<file path="src/rtl/fetch_unit_if.sv">
// Instruction-memory request/response bus between the fetch unit and memory.
// Latency: none, wires only.
// Backpressure: the request is held until the memory acks it (req/ack handshake).
interface fetch_unit_if;
  logic        o_imem_req;
  logic [31:0] o_imem_addr;
  logic        i_imem_ack;
  logic [31:0] i_imem_rdata;

  // Fetch side drives the request and receives the response.
  modport master (
    output o_imem_req,
    output o_imem_addr,
    input  i_imem_ack,
    input  i_imem_rdata
  );

  // Memory side sees the request and returns the response.
  modport slave (
    input  o_imem_req,
    input  o_imem_addr,
    output i_imem_ack,
    output i_imem_rdata
  );
endinterface

</file>
<file path="src/rtl/fetch_unit.sv">
// Instruction fetch: one outstanding imem request, holds the fetched word until decode consumes it.
// Latency: ack at cycle N -> o_inst_valid at N+1; consume at M -> next o_imem_req at M+1.
// Backpressure: i_stall keeps the held instruction; optional FETCH_MISALIGN_TRAP_EN adds o_misalign trap.
module fetch_unit #(
  parameter logic [31:0] RESET_ADDR = 32'h0000_0000
) (
  input  logic        i_clk,
  input  logic        i_rst,
  fetch_unit_if.master imem,
  input  logic        i_stall,
  input  logic        i_redirect,
  input  logic [31:0] i_redirect_pc,
  input  logic        i_halt,
  output logic [31:0] o_inst,
  output logic [31:0] o_inst_pc,
  output logic        o_inst_valid,
  output logic [6:0]  o_opcode,
  output logic [2:0]  o_funct3,
  output logic [6:0]  o_funct7,
  output logic        o_halted
`ifdef FETCH_MISALIGN_TRAP_EN
  ,
  output logic        o_misalign
`endif
);

  typedef enum logic [1:0] {
    REQ    = 2'd0,
    HOLD   = 2'd1,
    HALTED = 2'd2
  } state_t;

  state_t      state;
  logic [31:0] pc;
  logic        req_q;
  logic [31:0] redir_tgt;
  logic        redir_bad;
  logic        consume;

  assign imem.o_imem_req  = req_q;
  assign imem.o_imem_addr = pc;

  // Decode fields are straight slices of the held word.
  assign o_opcode = o_inst[6:0];
  assign o_funct3 = o_inst[14:12];
  assign o_funct7 = o_inst[31:25];

  assign consume = o_inst_valid && !i_stall;

`ifdef FETCH_MISALIGN_TRAP_EN
  // A misaligned target traps instead of being fetched.
  assign redir_tgt = i_redirect_pc;
  assign redir_bad = |i_redirect_pc[1:0];
`else
  // Without the trap the low bits are simply dropped.
  assign redir_tgt = i_redirect_pc & 32'hFFFF_FFFC;
  assign redir_bad = 1'b0;
`endif

  // Fetch FSM: request, hold until consumed, or stop for good on halt/trap.
  always_ff @(posedge i_clk or posedge i_rst) begin
    if (i_rst) begin
      state        <= REQ;
      pc           <= RESET_ADDR;
      req_q        <= 1'b1;
      o_inst       <= 32'h0;
      o_inst_pc    <= 32'h0;
      o_inst_valid <= 1'b0;
      o_halted     <= 1'b0;
`ifdef FETCH_MISALIGN_TRAP_EN
      o_misalign   <= 1'b0;
`endif
    end else begin
      case (state)
        REQ: begin
          if (i_redirect) begin
            // Redirect wins over a same-cycle ack: the returned word is for the old path.
            o_inst_valid <= 1'b0;
            if (redir_bad) begin
              state    <= HALTED;
              req_q    <= 1'b0;
              o_halted <= 1'b1;
`ifdef FETCH_MISALIGN_TRAP_EN
              o_misalign <= 1'b1;
`endif
            end else begin
              pc    <= redir_tgt;
              req_q <= 1'b1;
            end
          end else if (imem.i_imem_ack) begin
            o_inst       <= imem.i_imem_rdata;
            o_inst_pc    <= pc;
            o_inst_valid <= 1'b1;
            pc           <= pc + 32'd4;
            req_q        <= 1'b0;
            state        <= HOLD;
          end
        end
        HOLD: begin
          if (consume && i_halt) begin
            // Halt takes priority over any redirect in the same consume cycle.
            state        <= HALTED;
            req_q        <= 1'b0;
            o_inst_valid <= 1'b0;
            o_halted     <= 1'b1;
          end else if (i_redirect) begin
            o_inst_valid <= 1'b0;
            if (redir_bad) begin
              state    <= HALTED;
              req_q    <= 1'b0;
              o_halted <= 1'b1;
`ifdef FETCH_MISALIGN_TRAP_EN
              o_misalign <= 1'b1;
`endif
            end else begin
              pc    <= redir_tgt;
              req_q <= 1'b1;
              state <= REQ;
            end
          end else if (consume) begin
            o_inst_valid <= 1'b0;
            req_q        <= 1'b1;
            state        <= REQ;
          end
        end
        HALTED: begin
          req_q        <= 1'b0;
          o_inst_valid <= 1'b0;
          o_halted     <= 1'b1;
        end
        default: begin
          // Unreachable encoding: park safely rather than fetch garbage.
          state        <= HALTED;
          req_q        <= 1'b0;
          o_inst_valid <= 1'b0;
          o_halted     <= 1'b1;
        end
      endcase
    end
  end

endmodule

</file>
<file path="src/flat_wrapper.sv">
// flat-port wrapper written by rule: the top's interface ports become plain ports
module fetch_unit_flat 
#(
  parameter logic [31:0] RESET_ADDR = 32'h0000_0000
)
  (i_clk, i_rst, i_stall, i_redirect, i_redirect_pc, i_halt, o_inst, o_inst_pc, o_inst_valid, o_opcode, o_funct3, o_funct7, o_halted, imem_o_imem_req, imem_o_imem_addr, imem_i_imem_ack, imem_i_imem_rdata);
  fetch_unit_if imem_i ();
  input  logic i_clk;
  input  logic i_rst;
  input  logic i_stall;
  input  logic i_redirect;
  input  logic [31:0] i_redirect_pc;
  input  logic i_halt;
  output logic [31:0] o_inst;
  output logic [31:0] o_inst_pc;
  output logic o_inst_valid;
  output logic [6:0] o_opcode;
  output logic [2:0] o_funct3;
  output logic [6:0] o_funct7;
  output logic o_halted;
  output wire logic [$bits(imem_i.o_imem_req)-1:0] imem_o_imem_req;
  output wire logic [$bits(imem_i.o_imem_addr)-1:0] imem_o_imem_addr;
  input wire logic [$bits(imem_i.i_imem_ack)-1:0] imem_i_imem_ack;
  input wire logic [$bits(imem_i.i_imem_rdata)-1:0] imem_i_imem_rdata;
  assign imem_o_imem_req = imem_i.o_imem_req;
  assign imem_o_imem_addr = imem_i.o_imem_addr;
  assign imem_i.i_imem_ack = imem_i_imem_ack;
  assign imem_i.i_imem_rdata = imem_i_imem_rdata;
  fetch_unit #(.RESET_ADDR(RESET_ADDR)) u_core (.i_clk(i_clk), .i_rst(i_rst), .imem(imem_i), .i_stall(i_stall), .i_redirect(i_redirect), .i_redirect_pc(i_redirect_pc), .i_halt(i_halt), .o_inst(o_inst), .o_inst_pc(o_inst_pc), .o_inst_valid(o_inst_valid), .o_opcode(o_opcode), .o_funct3(o_funct3), .o_funct7(o_funct7), .o_halted(o_halted));
endmodule
</file>
<file path="config.mk">
export PLATFORM = sky130hd
export DESIGN_NAME = fetch_unit_flat
export DESIGN_NICKNAME = d
export VERILOG_FILES = /design/src/rtl/fetch_unit_if.sv /design/src/rtl/fetch_unit.sv /design/src/flat_wrapper.sv
export SDC_FILE = /design/constraint.sdc
export NUM_CORES = 1
export LEC_CHECK = 0
export BUFFER_PORTS_ARGS = -buffer_cell sky130_fd_sc_hd__buf_4
export CAP_MARGIN = 10
export CORE_ASPECT_RATIO = 1.5
export CORE_MARGIN = 4
export CORE_UTILIZATION = 45
export CTS_CLUSTER_SIZE = 40
export DETAILED_ROUTE_END_ITERATION = 12
export HOLD_SLACK_MARGIN = 0.05
export PLACE_DENSITY = 0.75
export SYNTH_ARGS = -nofsm -noshare
export SYNTH_HDL_FRONTEND = slang
export SYNTH_SLANG_ARGS = --single-unit
</file>
<file path="constraint.sdc">
create_clock -name i_clk -period 3.9 [get_ports i_clk]
set_input_delay 0.78 -clock i_clk [delete_from_list [all_inputs] [get_ports i_clk]]
set_output_delay 0.78 -clock i_clk [all_outputs]
set_load 0.02 [all_outputs]
</file>
# ---- After elaboration in Yosys (flattened, before gate mapping)
# Cells that the tools add are included.
dict set report classes {
  n_addsub 1
  n_eq_ne 9
  muxes 25
  n_bitwise 3
  reduce_logical 10
}
# op n
set op_table {}
lappend op_table {{two-way mux 32 bit} 4}
lappend op_table {{one-hot mux 32 bit (2 select lines)} 1}
lappend op_table {{adder 32 x 3 -> 32 bit (second input constant)} 1}
lappend op_table {{two-way mux 1 bit} 11}
lappend op_table {{two-way mux 2 bit} 5}
lappend op_table {{!= test 2 bit (second input constant)} 4}
lappend op_table {{AND reduction 4 bit} 2}
lappend op_table {{one-hot mux 1 bit (2 select lines)} 3}
lappend op_table {{one-hot mux 2 bit (3 select lines)} 1}
lappend op_table {{!= test 4 x 2 -> 1 bit (second input constant)} 1}
lappend op_table {{AND reduction 2 bit} 2}
lappend op_table {{!= test 3 bit (second input constant)} 1}
lappend op_table {{NOT 1 bit} 3}
lappend op_table {{AND reduction 3 bit} 1}
lappend op_table {{equality test 2 x 1 -> 1 bit (second input constant)} 1}
lappend op_table {{equality test 2 bit (second input constant)} 1}
lappend op_table {{logical AND 1 bit} 2}
lappend op_table {{zero test 2 bit} 1}
lappend op_table {{!= test 2 x 1 -> 1 bit (second input constant)} 1}
lappend op_table {{nonzero test 2 bit} 1}
lappend op_table {{zero test 1 bit} 1}
dict set report word_totals {
  ff_bits 101
  in_bits 70
  output_inout_bits 116
  word_cells 55
}

# ---- Longest topological paths before layout
# Gate-level depths: netlist (run 1).
dict set report logic_depth {
  word_depth 6
  mapped_depth 8
  mapped_depth_nobuf 6
}

# ---- Worst setup path after synthesis (run 1)
# Ideal clock, no wire load.
dict set report synth_timing {
  kind {input-to-reg}
  from {input i_redirect}
  to {register u_core.o_inst_pc[4]}
  t_arrival_ps 1973
  t_required_ps 3835
  setup_slack_ps 1861
  cell_stages 7
  cell_sequence {nor2_1 > and3_1 > clkbuf_1 > clkbuf_1 > buf_1 > nand2_1 > nand2_1}
}
dict set report synth_via {
  elab_chain_cells 2
}
# item line_no
set synth_lines {}
lappend synth_lines {{from (decl)} flat_wrapper.sv:11} ;# input logic i_redirect;
lappend synth_lines {{NOT 1 bit (no line)} --}
lappend synth_lines {{AND reduction 3 bit (no line)} --}
lappend synth_lines {{to (signal assigned)} fetch_unit.sv:92} ;# o_inst_pc <= pc;
lappend synth_lines {{to (decl)} fetch_unit.sv:15} ;# output logic [31:0] o_inst_pc,
# No other way between the ends.
# A chain may end at the register's enable or synchronous reset.

# ---- Worst setup path in the final report (run 1)
dict set report layout_timing {
  from {register u_core.pc[2], in the netlist u_core.imem.o_imem_addr[2]}
  to {register u_core.pc[22], in the netlist u_core.imem.o_imem_addr[22]}
}
dict set report layout_via {
  elab_chain_cells 4
}
# item line_no
set layout_lines {}
lappend layout_lines {{from (decl)} fetch_unit.sv:34} ;# logic [31:0] pc;
lappend layout_lines {{from (signal assigned)} fetch_unit.sv:87} ;# pc <= redir_tgt;
lappend layout_lines {{from (signal assigned)} fetch_unit.sv:94} ;# pc <= pc + 32'd4;
lappend layout_lines {{from (signal assigned)} fetch_unit.sv:116} ;# pc <= redir_tgt;
lappend layout_lines {{adder 32 x 3 -> 32 bit} fetch_unit.sv:94}
lappend layout_lines {{two-way mux 32 bit} fetch_unit.sv:90} ;# end else if (imem.i_imem_ack) begin
lappend layout_lines {{two-way mux 32 bit} fetch_unit.sv:76} ;# if (i_redirect) begin
lappend layout_lines {{one-hot mux 32 bit (2 select lines)} fetch_unit.sv:74} ;# case (state)
# No other way between the ends. The select of a mux whose other input is x is not followed.

==> results.txt, run 1 <==
----------------------------------------------------
[Final layout]
  Number of diodes added for antenna fixing ... 0
  Number of fillers in the final layout ... 837
  Area delta synth->final ... 35.9%
  Post-layout nets ... 758
  Cell area after layout ... 6250 um^2
  Share of layout cells above drive strength 1 ... 0.316
  Cell Count, Final, Fillers Out ... 807

[Routing]
  Final routed wire length divided by cell count ... 16.4 um
  DRT Pass-1 Iters ... 5
  Initial detailed-routing violation count ... 233
  Vias post-DR ... 4355
  DRC violation count after routing ... 0
  ANT nets after route ... 0
  Wire length reported by the detailed router ... 13.2 mm
  Vias per Instance ... 5.40

[STA]
  Least-Margin Pin Slew ... 1070 ps
  Hold violation total from the final report ... 0
  Tightest hold margin ... 475 ps
  Final clock skew ... 6.22 ps
  Finish-stage setup viols ... 0
  Unrepaired setup endpoints after global routing ... false
  Period Utilization, post-route ... 0.653
  Worst slew margin relative to its limit ... 0.286
  Final-report max-slew violation count ... 0
  Highest clock rate ... 0.393 GHz
  Min cycle time layout ... 2550 ps
  Accumulated negative setup slack ... 0 ps

[Synth]
  Synth Flop Type ... dfrtp_1
  Share of the synthesized area in compound gates (AO/OA/AOI/OAI) ... 0.116
  Distinct cell type count of the synthesized netlist ... 50
  Synth warn ... 0
  Post-Synth Simple-Gate Area ... 0.285
  Sequential area share after synthesis ... 0.528
  Xor-xnor portion of the synthesized cell area ... 0
  Combinational family with the most area after synthesis ... simple AND/OR/NAND/NOR gates
  Number of instances in the synthesized netlist ... 540
  Number of enable-type register cells in the synthesized netlist ... 0
  Yosys reg bits ... 97
  Synth Area in Adders ... 0.00272
  Async S/R FF share, synth ... 1.00
  Post-synth design cell area ... 4600 um^2
  Multiplexer fraction of the synthesized cell area ... 0.00218
  Post-synthesis average cell area ... 8.52 um^2

[Die]
  Placement row count ... 44
  Initial Util ... 0.467
  Die Wd ... 90.6 um
  Floorplan Core Area ... 9850 um^2
  I/O pin cnt ... 186
  Full die area ... 11900 um^2
  Die outline height ... 132 um

[Min path]
  Hold path cells ... 1
  Worst Min Path Start ... u_core.o_halted
  Class of the worst hold path ... flip-flop to flip-flop
  Worst Hold Endpoint ... u_core.o_halted

[Global routing]
  Wire length of the first global-routing pass ... 21.7 mm
  Maximum number of pins on one net before global-route repair ... 88
  Vias in the first global route ... 4338
  Antenna violations before repair ... 0
  Global router's overall resource usage ... 0.222
  Grt ovf ... 0

[Status]
  Run status ... finished clean

[Clock tree]
  H-tree depth ... 3
  Post-cts sizing count ... 0
  Sink Count ... 97
  Clk pin slew, worst setup/hold paths ... 70 ps
  Clock tree buffer depth ... 2
  Clock latency on the worst-skew pair ... 340 ps
  Post-cts hold buffer count ... 0
  TritonCTS Buffers ... 9
  Clk root buf ... clkbuf_16
  CTS tree ... built
  Number of buffers added for setup after CTS ... 0

[Critical path]
  Reg2Reg Depth ... 6
  Cell with the biggest individual delay on the critical path ... nor3b_2
  Critical path data required time ... 4160 ps
  Reg-to-reg endpoint ... u_core.imem.o_imem_addr[22]
  Type of the worst setup path ... flip-flop to flip-flop
  Worst Path Max Fanout ... 13
  Longest individual stage delay on the worst path ... 830 ps
  Crit path from ... u_core.imem.o_imem_addr[2]
  Cells along the critical path ... ha_1, and4_1, nor3b_2, nand3_1, a21oi_1, a2bb2oi_1
  Sort of element at the start of the critical path ... flip-flop
  R2R Setup Slk ... 1350 ps
  Arrival time at the worst endpoint ... 2810 ps
  R2R Path Start ... u_core.imem.o_imem_addr[2]
  Endpoint kind of the worst setup timing path ... flip-flop

[Job]
  Number of violations of the max-capacitance limit ... 0

[Placed design]
  Instance count after placement with tap cells included ... 791
  GP Congestion ... 0.811
  Post-DP HPWL ... 9.63 mm
  Cell area after placement ... 5890 um^2
  Port bufs ... 179

[Power]
  Worst VDD drop ... 0.203 mV
  Final Power ... 0.00218 W
  Power density relative to cell area ... 348 nW/um^2
  Static leakage power ... 3.39 nW

----------------------------------------------------
-- stage by stage --
stage | setup slack [ps] | util
floorplan | 588 | -
global placement | 1450 | 0.597
detailed placement | 1420 | 0.597
CTS | 1380 | 0.635
global route | 1170 | 0.635
finish | 1350 | 0.635
-- cell type report --
cell class,count,area (um^2),share of cell area
sequential,97,2430,0.388
multi-input combinational,389,1900,0.304
timing repair buffer,186,1400,0.223
clock buffer,9,225,0.0360
tap,115,144,0.0230
clock inverter,7,143,0.0228
inverter,4,17.5,0.00280
-- Yosys cell counts, types with 2 or more instances --
| library cell | instances | share of area |
|---|---|---|
| a211oi_1 | 3 | 0.0049 |
| a31oi_1 | 4 | 0.0054 |
| a22oi_1 | 4 | 0.0065 |
| nand2_1 | 209 | 0.17 |
| nor3_1 | 5 | 0.0054 |
| buf_2 | 6 | 0.0065 |
| nand4_1 | 10 | 0.014 |
| clkbuf_1 | 22 | 0.018 |
| and3_1 | 6 | 0.0082 |
| a21oi_1 | 24 | 0.026 |
| and2_1 | 3 | 0.0041 |
| o21ai_0 | 18 | 0.020 |
| o211ai_1 | 3 | 0.0049 |
| o22ai_1 | 9 | 0.012 |
| or3_1 | 2 | 0.0027 |
| inv_1 | 4 | 0.0033 |
| buf_4 | 21 | 0.034 |
| dfrtp_1 | 96 | 0.52 |
| a2bb2oi_1 | 10 | 0.019 |
| nor2_1 | 25 | 0.020 |
| nand3_1 | 25 | 0.027 |
| buf_1 | 3 | 0.0024 |
-- kinds of logic after synthesis --
group,after synthesis
AO/OA/AOI/OAI,84
multiplexers,1
buffers and inverters,57
other,1
flip-flops,97
AND/OR/NAND/NOR,299
adder cells (fa/ha/maj),1
-- layer usage --
| layer | up-vias | track usage | share of wire |
|---|---|---|---|
| li1 | 2078 | - | - |
| met2 | 175 | 0.392 | 0.52 |
| met4 | 0 | 0.0801 | 0.024 |
| met3 | 19 | 0.0583 | 0.071 |
| met1 | 2083 | 0.258 | 0.38 |
| met5 | - | 0 | 0 |
-- flip-flops by register name (all words and copies together) (netlist names) --
register,count
u_core.o_inst_pc,30
u_core.imem.o_imem_addr,30
u_core.o_halted,1
u_core.state,2
u_core.imem.o_imem_req,1
u_core.o_inst_valid,1
u_core.o_inst,32
-- report_power, final --
group | leakage, nW | switching (W) | total [W] | internal [W]
Clock | 0.180 | 0.000376 | 0.00107 | 0.000692
Sequential | 1.34 | 0 | 0.00101 | 0.00101
Combinational | 1.87 | 0.0000517 | 0.000103 | 0.0000510
-- layout by cell type (no fill, tap or decap), types with 2 or more instances in the layout --
cell type / synthesis / final
nand3_1: 25 / 24
conb_1: 1 / 4
and3_2: 1 / 2
and3_1: 6 / 5
nor2_1: 25 / 25
clkbuf_16: 0 / 9
a21oi_1: 24 / 23
o211ai_1: 3 / 3
o22ai_1: 9 / 9
clkinv_4: 0 / 2
a22oi_1: 4 / 4
a31oi_1: 4 / 4
buf_4: 21 / 186
nand2_1: 209 / 209
bufinv_16: 0 / 4
inv_1: 4 / 3
nand4_1: 10 / 10
nor3_1: 5 / 5
a211oi_1: 3 / 3
o21ai_0: 18 / 18
nand3_2: 1 / 2
and2_1: 3 / 3
or3_1: 2 / 2
dfrtp_1: 96 / 96
a2bb2oi_1: 10 / 10
-- worst max-delay path by stage --
stage,endpoint,slack (ps),cells past startpoint
after floorplan,u_core.imem.o_imem_addr[10],590,1
after global placement,u_core.imem.o_imem_addr[20],1450,6
after detailed placement,u_core.imem.o_imem_addr[20],1420,6
after CTS,u_core.imem.o_imem_addr[22],1380,6
after global routing,u_core.imem.o_imem_addr[22],1170,6
final,u_core.imem.o_imem_addr[22],1350,6
-- critical path: cells and delay by family (launching register included) --
kind	cells	cell delay, ps
and+or+nand+nor	3	1380
AOI/OAI and AO/OA	2	390
DFF	1	450
adders and majority gates	1	250
Power figures use the tool's default switching activity.
==> run 2, diff against run 1 <==
clock period = 2.5 ns   (was 3.9 ns; I/O delays follow)
==> results.txt, run 2 (synthesized netlist as in run 1, its figures left out) <==
----------------------------------------------------
[Status]
  Run status ... finished clean

[Die]
  Initial Util ... 0.467 (unchanged)
  Full die area ... 11900 um^2 (unchanged)
  Floorplan Core Area ... 9850 um^2 (unchanged)
  I/O pin cnt ... 186 (unchanged)
  Die Wd ... 90.6 um (unchanged)
  Die outline height ... 132 um (unchanged)
  Placement row count ... 44 (unchanged)

[Final layout]
  Register with the most flip-flops ... u_core.o_inst
  Sequential cell area ... 2430 um^2 (unchanged)
  Footprint of the multi-input gates ... 1900 um^2 (unchanged)
  Number of fillers in the final layout ... 862 (+3.0%)
  Flip-flop count of the largest register after layout ... 32 (unchanged)
  Most used cells in the layout excluding fill and tap cells ... nand2_1, buf_4, dfrtp_1, nor2_1, nand3_1
  Final core utilization ... 0.642 (+0.00736)
  Share of layout cells above drive strength 1 ... 0.326 (+0.00974)
  Most common library cell in the layout ignoring fill and taps ... nand2_1
  Post-layout nets ... 768 (+1.3%)
  Area delta synth->final ... 37.5%
  Number of diodes added for antenna fixing ... 0 (unchanged)
  Cell area after layout ... 6330 um^2 (+1.2%)

[Critical path]
  Critical path data required time ... 2710 ps (-1450 ps)
  Kind of cell adding the most delay to the critical path ... simple AND/OR/NAND/NOR gates
  Worst Path Max Fanout ... 9 (-4)
  Arrival time at the worst endpoint ... 2310 ps (-500 ps)
  Endpoint kind of the worst setup timing path ... flip-flop
  Longest individual stage delay on the worst path ... 480 ps (-350 ps)
  Sort of element at the start of the critical path ... flip-flop
  Cells along the critical path ... and4_4, nor4b_4, and4_2, nand3_1, o311ai_0
  Cell with the biggest individual delay on the critical path ... dfrtp_1
  Type of the worst setup path ... flip-flop to flip-flop
  Worst Path Buf+Inv ... 0 (unchanged)

[Global routing]
  Vias in the first global route ... 4456 (+2.7%)
  Maximum number of pins on one net before global-route repair ... 51 (-42%)
  Global Route met2 Usage ... 0.398 (+0.00578)
  Wire length of the first global-routing pass ... 21.7 mm (-0.16%)
  Most used routing layer ... met2
  Grt ovf ... 0 (unchanged)
  Antenna violations before repair ... 0 (unchanged)
  Fraction of met1 tracks used by global routing ... 0.257 (-0.00131)
  Grt met3 use ... 0.0520 (-0.00628)
  Global router's overall resource usage ... 0.224 (+0.00140)

[Routing]
  DRC violation count after routing ... 0 (unchanged)
  Final routed wire length divided by cell count ... 16.4 um (+0.19%)
  Wire length reported by the detailed router ... 13.4 mm (+1.4%)
  Initial detailed-routing violation count ... 213 (-8.6%)
  Vias per Instance ... 5.36 (-0.61%)
  DRT Pass-1 Iters ... 4 (-1)
  ANT nets after route ... 0 (unchanged)
  Vias post-DR ... 4382 (+0.62%)

[Placed design]
  Cell area after placement ... 5990 um^2 (+1.7%)
  Post-placement setup slack ... 443 ps (-973 ps)
  Post-DP HPWL ... 9.97 mm (+3.5%)
  GP Congestion ... 0.870 (+7.2%)
  Port bufs ... 179 (unchanged)

[STA]
  Min cycle time layout ... 2090 ps (-453 ps)
  Unrepaired setup endpoints after global routing ... false
  Final-report max-slew violation count ... 0 (unchanged)
  Accumulated negative setup slack ... 0 ps (unchanged)
  Finish-stage setup viols ... 0 (unchanged)
  Highest clock rate ... 0.478 GHz (+22%)
  Worst slew margin relative to its limit ... 0.472 (+0.186)
  Hold violation total from the final report ... 0 (unchanged)
  Final clock skew ... 6.49 ps (+0.271 ps)
  Period Utilization, post-route ... 0.837 (+0.184)
  Fin worst setup slack ... 407 ps (-947 ps)
  Least-Margin Pin Slew ... 790 ps (-281 ps)

[Clock tree]
  TritonCTS Buffers ... 9 (unchanged)
  Clock latency on the worst-skew pair ... 340 ps (about the same)
  Number of buffers added for setup after CTS ... 0 (unchanged)
  CTS tree ... built
  Clk root buf ... clkbuf_16
  H-tree depth ... 3 (unchanged)
  Post-cts hold buffer count ... 0 (unchanged)
  Post-cts sizing count ... 0 (unchanged)
  Clk pin slew, worst setup/hold paths ... 70 ps (about the same)
  Clock tree buffer depth ... 2 (unchanged)
  Sink Count ... 97 (unchanged)

[Min path]
  Class of the worst hold path ... primary input to asynchronous set/reset pin

[Power]
  Sw Share ... 0.205 (+0.00830)
  Seq pwr share ... 0.481 (+0.019)
  Final Power ... 0.00326 W (+50%)
  Combinational group share of total power ... 0.053 (+0.006)
  Share of total power in the clock network ... 0.466 (-0.025)
  Switching power summed over all nets ... 0.000669 W (+56%)
  Power density relative to cell area ... 516 nW/um^2 (+48%)
  Worst VDD drop ... 0.328 mV (+61%)
  Design internal power ... 0.00260 W (+48%)
  Static leakage power ... 3.43 nW (+1.3%)

[Job]
  Number of violations of the max-capacitance limit ... 0 (unchanged)

----------------------------------------------------
-- run 2: cell types whose count changed in the layout (fill, tap and decap cells not counted), sizes merged --
cell / previous run / this run
clkinv: 3 / 2
clkinvlp: 0 / 1
buf: 186 / 196
clkbuf: 9 / 11
bufinv: 4 / 2
-- run 2: worst paths after layout --
kind | from | end | slack [ps] | cells past startpoint
hold / removal | i_rst | u_core.o_inst[2] | 310 | 2
max in group asynchronous | i_rst | u_core.o_inst_pc[22] | 1490 | 3
min in group i_clk | imem_i_imem_rdata[10] | u_core.o_inst[10] | 350 | 3
hold reg to reg | u_core.o_inst[9] | u_core.o_inst[9] | 470 | 2
setup / recovery | u_core.imem.o_imem_addr[18] | u_core.imem.o_imem_addr[31] | 410 | 5
setup reg to reg | u_core.imem.o_imem_addr[18] | u_core.imem.o_imem_addr[31] | 410 | 5
-- run 2: per-stage QoR --
stage	std cells	hold slack, ps
finish	817	307
global route	817	350
floorplan	543	506
CTS	817	322
global placement	801	460
detailed placement	801	463
-- run 2: worst reg2reg max path, cell delays in order, from the launching register on --
cell      delay (ps)
dfrtp_1          480
and4_4           290
nor4b_4          470
and4_2           340
nand3_1           80
o311ai_0         310
-- run 2: power groups by stage --
stage               clock [W]  combinational, W  sequential (W)
global route          0.00162          0.000189         0.00157
floorplan                   0         0.0000649         0.00160
global placement            0          0.000171         0.00160
CTS                   0.00156          0.000175         0.00157
finish                0.00152          0.000173         0.00157
detailed placement          0          0.000174         0.00160
-- run 2: metal layers --
layer  routed length, um  vias to the layer above
met1                5300                     2088
met3                 817                       22
met4                 292                        0
li1                    -                     2107
met2                7000                      165
met5                   0                        -
-- run 2: final cells by class --
type	count	area share
clock buffer	11	0.0400
clock inverter	5	0.0136
inverter	4	0.00297
multi-input combinational	389	0.300
sequential	97	0.384
tap	115	0.0227
timing repair buffer	196	0.237
